## src/rtl/apb_master.sv

```systemverilog
// APB3 requester: turns a valid/ready command stream into SETUP/ACCESS transfers
// and returns one response per command, aborting transfers the slave never completes.
module apb_master #(
    parameter int DATA_WIDTH = 8,
    parameter int ADDR_WIDTH = 4,
    parameter int TIMEOUT    = 15
) (
    input  logic                  PCLK,
    input  logic                  PRESET,
    input  logic                  cmd_valid,
    output logic                  cmd_ready,
    input  logic                  cmd_write,
    input  logic [ADDR_WIDTH-1:0] cmd_addr,
    input  logic [DATA_WIDTH-1:0] cmd_wdata,
    output logic                  rsp_valid,
    output logic [DATA_WIDTH-1:0] rsp_rdata,
    output logic                  rsp_err,
    output logic                  PSELx,
    output logic                  PENABLE,
    output logic [ADDR_WIDTH-1:0] PADDR,
    output logic                  PWRITE,
    output logic [DATA_WIDTH-1:0] PWDATA,
    input  logic [DATA_WIDTH-1:0] PRDATA,
    input  logic                  PREADY
);

    localparam int CW = (TIMEOUT < 1) ? 1 : $clog2(TIMEOUT + 1);
    localparam logic [CW-1:0] LAST_WAIT = CW'((TIMEOUT > 0) ? TIMEOUT - 1 : 0);

    typedef enum logic [1:0] {
        IDLE,
        SETUP,
        ACCESS
    } state_t;

    state_t          r_state;
    state_t          w_nextState;
    logic [CW-1:0]   r_count;
    logic            w_timeoutHit;
    logic            w_done;
    logic            w_accept;

    // An ACCESS cycle ends either because the slave is ready or the wait budget is spent
    assign w_timeoutHit = (TIMEOUT != 0) && (r_count == LAST_WAIT);
    assign w_done       = (r_state == ACCESS) && (PREADY || w_timeoutHit);
    assign cmd_ready    = !PRESET && ((r_state == IDLE) || w_done);
    assign w_accept     = cmd_valid && cmd_ready;

    always_ff @(posedge PCLK or posedge PRESET) begin
        if (PRESET) begin
            r_state <= IDLE;
        end else begin
            r_state <= w_nextState;
        end
    end

    always_comb begin
        w_nextState = r_state;
        case (r_state)
            IDLE:    if (w_accept) w_nextState = SETUP;
            SETUP:   w_nextState = ACCESS;
            ACCESS:  if (w_done) w_nextState = w_accept ? SETUP : IDLE;
            default: w_nextState = IDLE;
        endcase
    end

    always_comb begin
        PSELx   = 1'b0;
        PENABLE = 1'b0;
        case (r_state)
            SETUP:   PSELx = 1'b1;
            ACCESS: begin
                PSELx   = 1'b1;
                PENABLE = 1'b1;
            end
            default: ;
        endcase
    end

    // Transfer attributes only move on accept, so they hold through SETUP/ACCESS and idle
    always_ff @(posedge PCLK or posedge PRESET) begin
        if (PRESET) begin
            PADDR     <= '0;
            PWRITE    <= 1'b0;
            PWDATA    <= '0;
            r_count   <= '0;
            rsp_valid <= 1'b0;
            rsp_err   <= 1'b0;
            rsp_rdata <= '0;
        end else begin
            if (w_accept) begin
                PADDR  <= cmd_addr;
                PWRITE <= cmd_write;
                PWDATA <= cmd_wdata;
            end
            if (r_state == SETUP) begin
                r_count <= '0;
            end else if ((r_state == ACCESS) && !PREADY && !w_timeoutHit && (r_count != '1)) begin
                r_count <= r_count + 1'b1;
            end
            rsp_valid <= w_done;
            rsp_err   <= w_done && !PREADY;
            rsp_rdata <= (w_done && PREADY && !PWRITE) ? PRDATA : '0;
        end
    end

endmodule
```

## config.mk

```make
export PLATFORM = sky130hd
export DESIGN_NAME = apb_master
export DESIGN_NICKNAME = d
export VERILOG_FILES = /design/src/rtl/apb_master.sv
export SDC_FILE = /design/constraint.sdc
export NUM_CORES = 1
export LEC_CHECK = 0
export ABC_CLOCK_PERIOD_IN_PS = 2700
export BUFFER_PORTS_ARGS = -buffer_cell sky130_fd_sc_hd__buf_2
export CORE_MARGIN = 3
export CORE_UTILIZATION = 54
export CTS_BUF_LIST = sky130_fd_sc_hd__clkbuf_8
export DETAILED_ROUTE_END_ITERATION = 8
export PLACE_DENSITY = 0.87
export SETUP_SLACK_MARGIN = 0.02
export SYNTH_ARGS = -nofsm -noshare
export SYNTH_HDL_FRONTEND = slang
export SYNTH_SLANG_ARGS = --single-unit
```

## constraint.sdc

```tcl
create_clock -name PCLK -period 2.7 [get_ports PCLK]
set_input_delay 0 -clock PCLK [delete_from_list [all_inputs] [get_ports PCLK]]
set_output_delay 0 -clock PCLK [all_outputs]
set_load 0.01 [all_outputs]
```

==> results of run 1 <==
-- power groups by stage --
stage	combinational, mW	sequential [mW]	clock, mW
floorplan	0.356	0.704	0
global placement	0.592	0.644	0
detailed placement	0.607	0.651	0
CTS	0.641	0.645	0.386
global route	0.712	0.680	0.416
finish	0.655	0.664	0.388
-- repair_timing --
action	in CTS	in global routing
endpoints found under the hold margin	21	0
gates resized for setup	0	0
hold buffers	21	0
buffers inserted	0	0
-- layout make-up --
type / count / share of cell area (%)
Clock buffer: 7 / 5.06
Clock inverter: 1 / 0.263
Inverter: 7 / 1.38
Multi-Input combinational cell: 59 / 28.8
Sequential cell: 29 / 38.1
Tap cell: 28 / 1.84
Timing Repair Buffer: 72 / 24.6
-- layer usage --
metal | GRT usage, % | vias up
li1 | - | 500
met1 | 26.3 | 524
met2 | 45.6 | 45
met3 | 5.61 | 17
met4 | 12.8 | 0
met5 | 0 | -
-- per-stage QoR --
step | power, mW | setup slack (ps) | instances | hold slack, ps
2_1_floorplan | 1.06 | 854 | 96 | 46.3
3_3_place_gp | 1.24 | 859 | 174 | 207
3_5_place_dp | 1.26 | 785 | 174 | 210
4_1_cts | 1.67 | 729 | 203 | 44.4
5_1_grt | 1.81 | 614 | 203 | 103
6_report | 1.71 | 714 | 203 | 14.3
-- cells in the final DEF (no fill, tap or decap), types with 3 or more instances in the layout --
cell,count
mux2_4,10
dfrtp_1,29
ha_1,6
nor2_1,3
buf_2,50
mux2_2,3
and2_1,8
dlygate4sd3_1,21
clkbuf_8,7
nand3_1,4
inv_1,7
-- synthesized netlist by cell type, drive strengths merged --
cell type	count	area, um^2
o211a	1	10.0
dfrtp	29	726
nor3b	1	7.51
a311oi	1	8.76
nand3	4	20.0
nor2	3	11.3
mux2i	1	10.0
o41ai	2	17.5
and2b	1	8.76
nor2b	2	12.5
a31oi	1	21.3
buf	1	20.0
o21ai	1	5.00
a22oi	1	7.51
inv	7	26.3
and2	8	50.1
a21oi	2	10.0
ha	6	75.1
nand2b	2	12.5
mux2	13	184
o211ai	2	15.0
nand2	2	7.51
a32oi	1	8.76
a211oi	2	27.5
o311ai	2	17.5
-- sequential cells by signal, indices dropped and copies added, names as in the netlist --
| name | cells |
|---|---|
| r_state | 2 |
| r_count | 4 |
| PWDATA | 8 |
| PWRITE | 1 |
| rsp_err | 1 |
| rsp_valid | 1 |
| rsp_rdata | 8 |
| PADDR | 4 |
-- worst min path at each step --
stage / cells past startpoint / slack, ps / startpoint / to
4_1_cts: 2 / 40 / PRESET / PADDR[0]
5_1_grt: 2 / 100 / PRESET / PWDATA[0]
3_5_place_dp: 2 / 210 / PRDATA[1] / rsp_rdata[1]
6_report: 2 / 10 / PRESET / PWDATA[0]
2_1_floorplan: 1 / 50 / PRESET / cmd_ready
3_3_place_gp: 2 / 210 / PRDATA[3] / rsp_rdata[3]
-- cells by family (layout without fill, tap and decap cells) --
logic type	count (synthesis)	count (layout)	share of synthesized area, %
buf+inv	8	87	3.51
mux	14	14	14.7
flops	29	29	55.0
fa+ha+maj	6	6	5.69
simple gates	23	23	9.86
compound gates	16	16	11.3
==> run metrics, run 1 <==
# diodes=0; Max Clk Rate=approximately 500 MHz; drt wl/cell=~17 um; First-pass DRT Iterations=4; Max Used Layer=met4; final wirelength=between 3 and 4 mm; metal2 WL=around 1.9 mm; final count of negative-setup-slack endpoints=0; Reg area=726 um^2; Syn Area/Cell=13.8 um^2; total die area=0.00307 mm^2; Levels on crit path=6; FILL cells=111; CP startpoint=r_state[0]; global route total overflow=0; DP HPWL=1.84 mm; CP Capture Type=flop; CP endpoint=PADDR[2]; metal3 WL=approximately 180 um; Clk Latency, worst-skew pair=280 ps; GPL Wtd Cong=0.841; WP buf/inv=2; DR iter-0 viols=17; Layout area overhead=44.3%; clock share of power=22.7%; Die Span Y=approximately 55 um; worst slew pin tran=between 1000 and 1500 ps; Netlist cell types=27; crit path launch type=flop; starting density of the core=58.0%; internal power=1.13 mW; switching share of power=33.7%; Synth Net Count=127; area of the multi-input gates=between 500 and 600 um^2; H-tree Lvls=2; Reg2Reg Depth=6; Netlist Area Pre-Place=0.00132 mm^2; sequential power share=38.9%; share of cells above drive strength 1=42.9%; Clock transition at path regs=60 ps; Max Buffers Root-to-Sink=2; M1 WL=1.30 mm; Num Clock Sinks=29; CP required=2860 ps; critical path type=flop to flop; Clock Tree Root=clkbuf_8; crit-path cells=inv_1, ha_1, nor2_1, a211oi_4, buf_4, mux2_2; Max-slew headroom=29.4%; num rows=17; Hold Fails Final Rpt=0; RSZ-0062 raised after global routing=false; pwr/cell area=between 800 and 900 mW/mm^2; crit path max fanout=13; vias in the first global route=1,183; Hold Path Class=input pin to asynchronous set/reset pin; clk_skew=9.10 ps; CTS tree=built; Reg-to-Reg End=PADDR[2]; vias per cell=between 5 and 6; Final min period=1990 ps; final antenna-violating net count=0; Buffers on Ports=50; CP top delay family=flip-flops; r2r setup slk=710 ps; final slew viol count=0; status=completed; Max VDD drop=0.676 mV; CP max stage cell=dfrtp_1; max-cap check violation count=0; GRT Overall Usage=24.9%; Cells after Synth=96; crit-path max cell delay=approximately 420 ps; Lkg Pwr=0.983 nW; Die Width=about 55 um; Seq/Total Area, Yosys=55.0%; Seq cells post-synth=29; setup TNS=0 ps; largest net degree at the start of global routing=30; Remaining DRCs=0; arrival time worst endpoint=2140 ps; Core ar.=0.00228 mm^2; R2R Path Start=r_state[0]; Final Util=83.7%; initial antenna violation count=0; final instance area=approximately 0.0019 mm^2; Tcrit/Tclk final=around three quarters; num ports=51; area post-placement=between 0.0015 and 0.002 mm^2; P_sw=0.576 mW; CTS buffer count=5; first-pass GRT wire length=5.87 mm; Combinational Power Share=38.4%; nets=205; vias=1,086; warnings from Yosys=0
Power figures use the tool's default switching activity.
==> run 2, diff against run 1 <==
- ABC_CLOCK_PERIOD_IN_PS: 2700 -> 1950
- CORE_UTILIZATION: 54 -> 50
- PLACE_DENSITY: 0.87 -> 0.82
- clock period: 2.7 -> 1.95 ns (I/O delays scaled with it)
==> run 2 against run 1 <==
  * Clock-buffer cell count unchanged
  * Worst hold slack improved by 64 ps
  * First-iteration DRC count grew to 3.5 times the previous value
  * Sequential share of layout area shrank 0.78 points
  * Clock power rose by 38%
  * Via count increased by 1.8%
  * Wire length shrank 3.1%
  * Non-clock buffer count is 3 higher
  * Clock skew is 5.4 ps lower
  * Sequential power up 38%
  * Core utilization down 1.3 points
==> run metrics, run 2 (synthesized netlist as in run 1, its figures left out) <==
Num Clock Sinks=29; final instance area=approximately 0.0019 mm^2; Buffers on Ports=50; # diodes=0; first-pass GRT wire length=5.62 mm; critical path type=flop to flop; largest net degree at the start of global routing=30; max-cap check violation count=0; Hold Path Class=input pin to flop; Clk Latency, worst-skew pair=roughly 270 ps; drt wl/cell=16.4 um; Die Width=between 50 and 60 um; nets=208; most frequent cells in the layout=buf_2 (50), dfrtp_1 (29), dlygate4sd3_1 (22); vias per cell=5.37; share of cells above drive strength 1=43.8%; DR iter-0 viols=60; Final min period=1820 ps; r2r setup slk=between 100 and 150 ps; Worst Hold Launch=PREADY; clk_skew=3.71 ps; Clock transition at path regs=60 ps; Die Span Y=57.4 um; DP HPWL=slightly above 2 mm; final slew viol count=0; area post-placement=0.00162 mm^2; Max Clk Rate=548 MHz; global route total overflow=0; Reg2Reg Depth=6; fin cells=between 200 and 250; FILL cells=about 110; arrival time worst endpoint=1980 ps; final count of negative-setup-slack endpoints=0; CTS tree=built; initial antenna violation count=0; vias=1,106; Tot Pwr=2.37 mW; starting density of the core=a little under three fifths; CP Capture Type=flop; RSZ-0062 raised after global routing=false; biggest registers after layout=PWDATA (8), rsp_rdata (8); Clock Tree Root=clkbuf_8; final wirelength=3.37 mm; total die area=~0.0033 mm^2; GRT Overall Usage=22.8%; GPL Wtd Cong=0.856; Post-CTS Repair Setup Buffers=0; Max VDD drop=1.06 mV; R2R Path Start=r_count[0]; Max-slew headroom=a little over 70%; First-pass DRT Iterations=4; setup TNS=0 ps; Lkg Pwr=0.999 nW; H-tree Lvls=2; Reg-to-Reg End=PADDR[1]; hold endpoint=rsp_err; worst slack, placed=approximately 110 ps; vias in the first global route=1,180; pwr/cell area=1220 mW/mm^2; crit path max fanout=13; Layout area overhead=47.3%; Reg area=726 um^2; crit path launch type=flop; CP required=approximately 2100 ps; status=completed; num rows=17; Remaining DRCs=0; Post-Place Cells=176; final antenna-violating net count=0; Core ar.=~0.0024 mm^2; Hold Fails Final Rpt=0; final worst slack=125 ps; commonest non-fill, non-tap cell in the layout=buf_2; Tcrit/Tclk final=a little over 90%; Max Buffers Root-to-Sink=2; WHS Path Cells=3; area of the multi-input gates=551 um^2; CTS buffer count=5; num ports=51; worst slew pin tran=414 ps
==> run 2: cell count changes in the layout (fill, tap and decap cells not counted), sizes merged <==
cell	previous run	this run
buf	51	53
dlygate4sd3	21	22
==> run 2: cell type report <==
type / instances / area share [%]
timing repair buffer: 75 / 26.0
clock buffer: 7 / 4.95
tap: 28 / 1.80
inverter: 7 / 1.35
multi-input combinational: 59 / 28.3
clock inverter: 1 / 0.257
sequential: 29 / 37.3
==> run 2: per-layer routing <==
layer / part of all wire (%) / global-route usage (%) / vias to the layer above
li1: - / - / 502
met1: 35 / 24.5 / 527
met2: 54 / 39.7 / 61
met3: 7.2 / 9.05 / 16
met4: 4.0 / 9.27 / 0
met5: 0 / 0 / -
==> run 2: report_power, final <==
part	internal (mW)	switching, mW	leakage [nW]
registers	0.788	0.125	0.372
clock network	0.318	0.219	0.0542
logic	0.481	0.438	0.572
==> run 2: worst max path at each step <==
stage / start / end / slack (ps)
6_report: r_count[0] / PADDR[1] / 130
3_5_place_dp: r_count[0] / PADDR[1] / 110
2_1_floorplan: r_state[0] / PADDR[3] / 100
4_1_cts: r_count[0] / PADDR[1] / 100
5_1_grt: r_count[0] / PADDR[0] / 50
3_3_place_gp: r_count[0] / PADDR[2] / 180
==> run 2: repair_timing <==
item	in CTS	in global routing
endpoints found under the hold margin	50	0
hold buffers	22	0
resized for setup	0	1
setup endpoints to repair	0	6
==> run 2: metrics by stage <==
step / hold WS, ps / utilization (%)
after floorplan: 46.3 / -
after global placement: 104 / 68.6
after detailed placement: 120 / 68.6
after CTS: 65.8 / 82.2
after global routing: 83.9 / 82.4
final: 77.9 / 82.4
==> run 2: critical path, stage by stage, from the launching register on <==
cell and delay [ps]:
dfrtp_1 410, inv_1 100, ha_2 230, a31oi_4 130, a211oi_4 310, buf_12 190, mux2_2 340
